`config.mk`:
```
export PLATFORM = sky130hd
export DESIGN_NAME = hpdcache_l15_req_arbiter_rt
export DESIGN_NICKNAME = d
export VERILOG_FILES = /design/src/rtl/hpdcache_l15_req_arbiter_rt.sv
export SDC_FILE = /design/constraint.sdc
export NUM_CORES = 1
export LEC_CHECK = 0
export ABC_AREA = 1
export BUFFER_PORTS_ARGS = -buffer_cell sky130_fd_sc_hd__buf_4
export CAP_MARGIN = 10
export CORE_MARGIN = 2
export CORE_UTILIZATION = 45
export CTS_BUF_LIST = sky130_fd_sc_hd__clkbuf_4 sky130_fd_sc_hd__clkbuf_8
export DETAILED_ROUTE_END_ITERATION = 8
export GPL_TIMING_DRIVEN = 0
export PLACE_DENSITY = 0.79
export SETUP_SLACK_MARGIN = 0.1
export SLEW_MARGIN = 20
export SYNTH_ARGS = -nofsm -noshare
export SYNTH_HDL_FRONTEND = slang
export SYNTH_SLANG_ARGS = --single-unit
```
`constraint.sdc`:
```
create_clock -name clk_i -period 1.9 [get_ports clk_i]
set_input_delay 0.38 -clock clk_i [delete_from_list [all_inputs] [get_ports clk_i]]
set_output_delay 0.38 -clock clk_i [all_outputs]
set_load 0.01 [all_outputs]
```
`src/rtl/hpdcache_l15_req_arbiter_rt.sv`:
```
`default_nettype none
// ============================================================================
// Module   : hpdcache_l15_req_arbiter_rt
// Purpose  : Request-side scheduler for the L1.5 memory interface. Arbitrates
//            N requester ports round-robin onto one memory request channel,
//            allocates a free transaction ID per request and keeps a routing
//            table ID -> requester port used to steer memory responses.
// Ports    :
//   clk_i, rst_ni      clock, asynchronous active-low reset
//   req_valid_i[N]     per-port request valid
//   req_ready_o[N]     per-port request accepted (one-hot or zero)
//   mem_req_valid_o    request to memory valid
//   mem_req_ready_i    memory accepts request
//   mem_req_sel_o      granted port index (external payload mux select)
//   mem_req_id_o       allocated transaction ID for the granted request
//   mem_resp_valid_i   memory response valid (observed only)
//   mem_resp_ready_i   response accepted by the demux
//   mem_resp_id_i      response transaction ID
//   mem_resp_last_i    last beat of the response
//   mem_resp_sel_o     routing-table port for mem_resp_id_i
//   outstanding_o      number of allocated table entries
//   rt_err_o           pulse: response accepted for an unallocated ID
// Revision : 1.0 - initial release
// ============================================================================
module hpdcache_l15_req_arbiter_rt #(
    parameter int N      = 4,
    parameter int ID_W   = 3,
    parameter int PORT_W = 2
) (
    input  logic              clk_i,
    input  logic              rst_ni,
    input  logic [N-1:0]      req_valid_i,
    output logic [N-1:0]      req_ready_o,
    output logic              mem_req_valid_o,
    input  logic              mem_req_ready_i,
    output logic [PORT_W-1:0] mem_req_sel_o,
    output logic [ID_W-1:0]   mem_req_id_o,
    input  logic              mem_resp_valid_i,
    input  logic              mem_resp_ready_i,
    input  logic [ID_W-1:0]   mem_resp_id_i,
    input  logic              mem_resp_last_i,
    output logic [PORT_W-1:0] mem_resp_sel_o,
    output logic [ID_W:0]     outstanding_o,
    output logic              rt_err_o
);

    localparam int RT_DEPTH = 2 ** ID_W;

    // Routing table and arbitration state
    logic [RT_DEPTH-1:0] r_rt_valid;
    logic [PORT_W-1:0]   r_rt_port [RT_DEPTH];
    logic [PORT_W-1:0]   r_ptr;
    logic                r_lock;
    logic [PORT_W-1:0]   r_lock_sel;
    logic [ID_W-1:0]     r_lock_id;
    logic [ID_W:0]       r_outstanding;
    logic                r_rt_err;

    logic                w_free_exists;
    logic [ID_W-1:0]     w_free_id;
    logic [PORT_W-1:0]   w_rr_sel;
    logic                w_rr_found;
    logic                w_mem_req_valid;
    logic                w_hs;
    logic [PORT_W-1:0]   w_sel;
    logic [ID_W-1:0]     w_id;
    logic [PORT_W-1:0]   w_ptr_nxt;
    logic                w_resp_hit;
    logic                w_resp_acc;
    logic                w_free;
    logic                w_err;
    logic [RT_DEPTH-1:0] w_rt_valid_nxt;

    // Lowest-numbered invalid entry, sampled from the pre-update table so an
    // entry freed this cycle only becomes allocatable next cycle.
    always_comb begin
        w_free_exists = ~&r_rt_valid;
        w_free_id     = '0;
        for (int i = RT_DEPTH - 1; i >= 0; i--) begin
            if (!r_rt_valid[ID_W'(i)]) begin
                w_free_id = ID_W'(i);
            end
        end
    end

    // Round-robin search starting at r_ptr, wrapping at N
    always_comb begin
        int                idx;
        logic [PORT_W-1:0] w_idx;
        w_rr_sel   = r_ptr;
        w_rr_found = 1'b0;
        for (int k = 0; k < N; k++) begin
            idx = int'(r_ptr) + k;
            if (idx >= N) begin
                idx = idx - N;
            end
            w_idx = PORT_W'(idx);
            if (!w_rr_found && req_valid_i[w_idx]) begin
                w_rr_found = 1'b1;
                w_rr_sel   = w_idx;
            end
        end
    end

    // Valid is independent of mem_req_ready_i; gated off while in reset since
    // the combinational term would otherwise see raw request valids.
    assign w_mem_req_valid = rst_ni & (r_lock | ((|req_valid_i) & w_free_exists));
    assign w_hs            = w_mem_req_valid & mem_req_ready_i;

    // Once offered and stalled, grant and ID are frozen in the lock registers
    assign w_sel     = r_lock ? r_lock_sel : w_rr_sel;
    assign w_id      = r_lock ? r_lock_id  : w_free_id;
    assign w_ptr_nxt = (w_sel == PORT_W'(N - 1)) ? '0 : w_sel + 1'b1;

    always_comb begin
        req_ready_o = '0;
        if (w_hs) begin
            req_ready_o[w_sel] = 1'b1;
        end
    end

    // Response lookup
    assign w_resp_hit = r_rt_valid[mem_resp_id_i];
    assign w_resp_acc = mem_resp_valid_i & mem_resp_ready_i;
    assign w_free     = w_resp_acc & mem_resp_last_i & w_resp_hit;
    assign w_err      = w_resp_acc & ~w_resp_hit;

    // Alloc and free never target the same entry: alloc needs an invalid
    // entry, free needs a valid one.
    always_comb begin
        w_rt_valid_nxt = r_rt_valid;
        if (w_hs) begin
            w_rt_valid_nxt[w_id] = 1'b1;
        end
        if (w_free) begin
            w_rt_valid_nxt[mem_resp_id_i] = 1'b0;
        end
    end

    always_ff @(posedge clk_i or negedge rst_ni) begin
        if (!rst_ni) begin
            r_rt_valid    <= '0;
            for (int i = 0; i < RT_DEPTH; i++) begin
                r_rt_port[i] <= '0;
            end
            r_ptr         <= '0;
            r_lock        <= 1'b0;
            r_lock_sel    <= '0;
            r_lock_id     <= '0;
            r_outstanding <= '0;
            r_rt_err      <= 1'b0;
        end else begin
            r_rt_valid <= w_rt_valid_nxt;
            r_rt_err   <= w_err;
            if (w_hs) begin
                r_rt_port[w_id] <= w_sel;
                r_ptr           <= w_ptr_nxt;
                r_lock          <= 1'b0;
            end else if (w_mem_req_valid) begin
                r_lock     <= 1'b1;
                r_lock_sel <= w_sel;
                r_lock_id  <= w_id;
            end
            case ({w_hs, w_free})
                2'b10:   r_outstanding <= r_outstanding + 1'b1;
                2'b01:   r_outstanding <= r_outstanding - 1'b1;
                default: r_outstanding <= r_outstanding;
            endcase
        end
    end

    assign mem_req_valid_o = w_mem_req_valid;
    assign mem_req_sel_o   = w_sel;
    assign mem_req_id_o    = w_id;
    assign mem_resp_sel_o  = w_resp_hit ? r_rt_port[mem_resp_id_i] : '0;
    assign outstanding_o   = r_outstanding;
    assign rt_err_o        = r_rt_err;

`ifndef SYNTHESIS
    always @(posedge clk_i) begin
        if (rst_ni) begin
            assert (!(w_hs && r_rt_valid[w_id]));
            assert (r_outstanding <= (ID_W + 1)'(RT_DEPTH));
            assert ($onehot0(req_ready_o));
        end
    end
`endif

endmodule
`default_nettype wire
```
Word-level counts from Yosys, hierarchy flattened
Index checks and enable logic that the tools add are counted.
Widths: inputs -> output; s select.
- register bits after elaboration: 37
- word-level logic and storage cells: 123
- output and inout bits: 17
- input port bits: 13
- bitwise logic cells: 15
- add/sub/neg operators: 10
- muxes and demuxes: 47
- magnitude comparators: 17
- eq/ne operators: 3
- reduce and logical (&&, ||, !) cells: 16
- operators with widths (operator ; count):
    $mux 2 ; 14
    $bwmux 16 ; 1
    $mux 8 ; 2
    $lt 2x3->1 const B ; 5
    $mux 3 ; 5
    $mux 1 ; 13
    $ge 3x3->1 const B ; 3
    $and 8x8->8 ; 1
    $bmux 1 s2 ; 4
    $ge 4x4->1 const B ; 2
    $lt 3x4->1 const B ; 2
    $not 3->4 ; 2
    $not 8->8 ; 1
    $or 8x8->8 ; 1
    $pmux 4 s2 ; 1
    $reduce_and 8->1 ; 1
    $sub 2x1->2 const B ; 4
    $and 1x1->1 ; 7
    $logic_and 1x1->1 ; 7
    $add 2x2->3 const B ; 2
    $bmux 2 s3 ; 1
    $demux 1 s3 ; 2
    $demux 2 s3 ; 1
    $ge 3x1->1 const B ; 2
    other kinds (18) ; 24

Logic depth before layout (Yosys ltp)
- depth after elaboration: 20
- mapped depth: 19
- mapped depth without buffers: 18

Worst setup path before layout
OpenSTA, ideal clock, no wires.
- path kind: register -> output
- start point: register r_ptr[0]
- end point: output req_ready_o[3]
- slack: -251 ps
- path buffers: 1
- data arrival time: 1771 ps
- data required time: 1520 ps
- stages on the path, launching flop included: 17
- cells stage by stage: dfrtp_1 inv_2 nand2_1 nand2_2 nand2_1 nand2_1 and2_4 nand2_2 nand2_2 nand2_2 nand2_2 nand2_4 buf_12 inv_2 ha_1 inv_1 nor2_1
- longest elaborated chain between the ends: 20
- ends and longest elaborated chain (what ; line ; RTL):
    start, declared ; 52 ; logic [PORT_W-1:0] r_ptr;
    start signal, assigned ; 157 ; r_ptr <= w_ptr_nxt;
    parallel branches: the longest is 13 deep, another holds $add 2x1->3 ; - ;
    $mux 2 (*) ; 98 ; if (!w_rr_found && req_valid_i[w_idx]) begin
    $mux 2 (*) ; 111 ; assign w_sel = r_lock ? r_lock_sel : w_rr_sel;
    net mem_req_sel_o[0] ; 36 ; output logic [PORT_W-1:0] mem_req_sel_o,
    $lt 2x3->1 (not written as such) / $ge 2x1->1 (equally long branches) ; 118 ; req_ready_o[w_sel] = 1'b1;
    $logic_and 1x1->1 (not written as such) ; 118 ;
    $mux 1 (not written as such) ; 118 ;
    $demux 1 s2 (*) ; 118 ;
    $mux 4 (*) ; 117 ; if (w_hs) begin
    end, declared ; 33 ; output logic [N-1:0] req_ready_o,
Mark *: on every way through the listed nets, which the timed path passes. The select of a mux whose other input is x is not followed.

Worst setup path in the final report
- start point: register r_ptr[0]
- end point: output req_ready_o[3]
- longest elaborated chain between the ends: 20
- ends and longest elaborated chain (what ; line):
    parallel branches: the longest is 13 deep, another holds $add 2x1->3 ; -
    $mux 2 (*) ; 98
    $mux 2 (*) ; 111
    $lt 2x3->1 (not written as such) / $ge 2x1->1 (equally long branches) ; 118
    $logic_and 1x1->1 (not written as such) ; 118
    $mux 1 (not written as such) ; 118
    $demux 1 s2 (*) ; 118
    $mux 4 (*) ; 117
Every way passes the cells marked *. The select of a mux whose other input is x is not followed.

==> summary.txt <==
Placed design
  – Routability cong.: 0.916
  – HPWL Detailed: 4190 microns
  – Port-buffer cells: 28

Synthesis
  – Mean post-synth cell area: 6.79 sq um
  – Post-Syn Nets: 368
  – Sequential area share after synthesis: 0.391
  – Ys flop type: dfrtp_1
  – Count leader, synth: nand2_1
  – Async S/R FF share, synth: 1.00
  – Yosys cell types: 30
  – Yosys warnings: 0
  – Yosys top cell by area: dfrtp_1
  – FF+latch count, synth: 37
  – Synth top area cells: dfrtp_1, nand2_1, inv_1, nand3_1, ha_1
  – Number of flops mapped to enable cells by yosys: 0
  – Synth cell count leaders: nand2_1, inv_1, dfrtp_1, nand3_1, nor2_1
  – Syn Inst Count: 349
  – Share of Yosys cell area claimed by the top area cell type: 0.391
  – Synthesized cell area: 2370 sq um

Setup path
  – CP Max Fanout: 6
  – Crit. End Element: output pin
  – Setup crit start: r_ptr[0]
  – RR Endpoint: r_ptr[1]
  – Startpoint Class: flop
  – CP arrival: 2.31 ns
  – CP Data Required Time: 1.52 ns
  – WS Path Type: flop to output pin
  – Worst Setup EP: req_ready_o[3]
  – Flop2flop setup slack: -0.19 ns
  – Reg2Reg Launch Point: r_ptr[0]
  – Cells on worst reg2reg path: 16

Status
  – Outcome: finished with violations
  – Failing checks: setup timing

Drt
  – DRC viols: 0
  – Routed len/inst: 14.9 microns
  – DRT Wirelength: 7280 microns
  – Drt first pass iters: 4
  – Antenna Violating Nets Remaining: 0
  – Iteration-0 DRC Markers: 166
  – DR vias: 2,577
  – Via/cell ratio: 5.28

Layout
  – Area delta synth->final: 51.0%
  – Fraction of layout cells with a size suffix above 1: 0.423
  – N_diodes: 0
  – Fin nets: 436
  – Util after Layout: 0.701
  – Fillers: 351

Global route
  – Vias in the first global route: 2,359
  – Largest net degree at the start of global routing: 41
  – Antenna violations before repair: 0
  – GRT overflow: 0
  – First-pass GRT wire length: 10,600 microns
  – Gr usage total: 0.224

Clock tree
  – Hold Buf Count CTS: 0
  – CTS H-tree depth: 2
  – CTS max path bufs: 2
  – Clk pin slew, worst setup/hold paths: 0.09 ns
  – CTS tree: yes
  – Inserted Clock Buffers: 5
  – Clk root buf: clkbuf_8
  – CTS Sinks: 37
  – Clk_lat worst skew: 0.31 ns

Power
  – Max IR drop VDD: 0.000765 V
  – Sequential Power Share: 0.255
  – Pwr Density: 1370 nW/um^2
  – Sw Pwr: 2.12 mW
  – Comb power frac: 0.573
  – Static leakage: 1.87 nW
  – Clock power share: 0.172
  – Internal power: 2.79 mW
  – Sw Share: 0.432

Timing
  – Pins over their slew limit: 0
  – Minimum clock period: 2.69 ns
  – Slew headroom: 0.646
  – Final Worst Setup Slack: -0.789 ns
  – WHS: 0.0416 ns
  – Final-report setup violation count: 31
  – Max Fclk: 0.372 GHz
  – Worst Skew: 0.0101 ns
  – Final hold violations: 0
  – Tightest Pin Transition: 0.530 ns
  – RSZ-0062 raised after global routing: true
  – Final worst-path cycle share: 1.42

Flow run
  – Max cap viols: 0

Floorplanning
  – Core Region: 5110 sq um
  – Rows: 26
  – Area of the die: 5870 sq um
  – I/O pin total: 30
  – Die X: 76.6 microns
  – Initial cell density of the core: 0.464
  – Die H: 76.6 microns

Worst hold path
  – Worst Hold Class: input pin to async pin
[logic make-up (layout without fill, tap and decap cells)]
| family | after synthesis | in the layout | synth area share |
|---|---|---|---|
| buffers and inverters | 60 | 129 | 0.107 |
| xor gates and xnor gates | 3 | 3 | 0.0111 |
| adders and majority gates | 6 | 6 | 0.0317 |
| and+or+nand+nor | 207 | 207 | 0.363 |
| AOI/OAI and AO/OA | 36 | 36 | 0.0966 |
| DFF | 37 | 37 | 0.391 |
[how the worst min path moves through the flow]
stage | cells past startpoint | endpoint | from
3_5_place_dp | 1 | r_rt_port[1] | rst_ni
4_1_cts | 1 | r_rt_port[1] | rst_ni
3_3_place_gp | 1 | r_rt_port[1] | rst_ni
6_report | 1 | r_rt_port[1] | rst_ni
2_1_floorplan | 0 | outstanding_o[0] | rst_ni
5_1_grt | 1 | r_rt_port[1] | rst_ni
[registers in the layout, summed over array words and instances, names as in the netlist]
register	flops
outstanding_o	4
r_lock	1
r_lock_id	3
r_lock_sel	2
r_ptr	2
r_rt_port	16
r_rt_valid	8
rt_err_o	1
[layout by cell type, fill, tap and decap left out, types with 2 or more instances in the layout]
master / synthesis / routed
bufinv_16: 0 / 2
o22ai_2: 0 / 2
nand2_8: 0 / 2
nor2_4: 0 / 4
nand4_1: 5 / 5
nand3_4: 0 / 4
nor2_1: 16 / 9
clkinvlp_4: 0 / 2
a21oi_1: 4 / 4
o21ai_1: 4 / 4
nand2_2: 8 / 21
inv_4: 0 / 3
inv_2: 8 / 18
buf_6: 1 / 10
nand2_1: 147 / 125
dfrtp_2: 0 / 2
dfrtp_1: 37 / 35
buf_12: 1 / 2
inv_1: 45 / 28
nand3_2: 0 / 6
o22ai_1: 4 / 2
buf_8: 0 / 3
o21ai_2: 7 / 11
o21ai_0: 11 / 6
ha_4: 0 / 6
nor2_2: 0 / 3
o2111ai_1: 2 / 2
buf_4: 0 / 51
nor3_4: 0 / 2
nand3_1: 24 / 14
clkbuf_8: 0 / 5
nand2_4: 1 / 8
[what timing repair did]
action	in CTS	in global routing
resized for setup	36	70
pin swaps	8	34
cloned	2	0
hold endpoints to repair	0	0
setup buffers	17	14
setup endpoints to repair	12	39
[worst max-delay path: stages, from the launching register on]
cell and delay [ns]:
dfrtp_2 0.50, clkinvlp_4 0.18, nand2_1 0.09, nand2_1 0.06, nand2_1 0.07, nand2_2 0.07
and2_4 0.18, nand2_4 0.06, nand2_2 0.05, nand2_2 0.07, nand2_2 0.07, nand2_4 0.08
buf_12 0.13, inv_8 0.04, ha_4 0.14, inv_2 0.06, nor2_4 0.03, buf_6 0.11
[layout make-up]
class,count,area [sq um],share of cell area
inverters,53,235,0.0657
well taps,70,87.6,0.0245
repair inverters,1,7.51,0.00210
flip-flops and latches,37,928,0.259
clock inverters,3,65.1,0.0182
plain buffers,7,92.6,0.0259
multi-input cells,252,1600,0.447
clock buffers,5,68.8,0.0192
repair buffers,60,495,0.138
[power groups by stage]
stage | Sequential (mW) | Combinational [mW] | Clock, mW
5_1_grt | 1.28 | 3.03 | 0.872
3_3_place_gp | 1.22 | 1.80 | 0
6_report | 1.25 | 2.81 | 0.848
2_1_floorplan | 1.18 | 1.36 | 0
3_5_place_dp | 1.22 | 1.86 | 0
4_1_cts | 1.22 | 2.27 | 0.825
[per-stage QoR]
stage / worst slack (ns) / TNS [ns] / std cells / instance area [sq um] / total power [mW]
finish: -0.789 / -7.12 / 488 / 3580 / 4.92
global route: -0.875 / -10.51 / 488 / 3580 / 5.18
CTS: -0.655 / -3.79 / 474 / 3210 / 4.31
detailed placement: -0.429 / -3.23 / 447 / 2810 / 3.08
global placement: -0.381 / -2.93 / 447 / 2810 / 3.01
floorplan: -0.141 / -0.543 / 349 / 2510 / 2.55
[layer usage]
layer | track usage | vias to the layer above | wire length, microns | share of wire
li1 | - | 1226 | - | -
met1 | 0.276 | 1202 | 2890 | 0.40
met2 | 0.372 | 127 | 3640 | 0.50
met3 | 0.0581 | 22 | 531 | 0.073
met4 | 0.0945 | 0 | 219 | 0.030
met5 | 0 | - | 0 | 0
(Power assumes the default switching activity.)
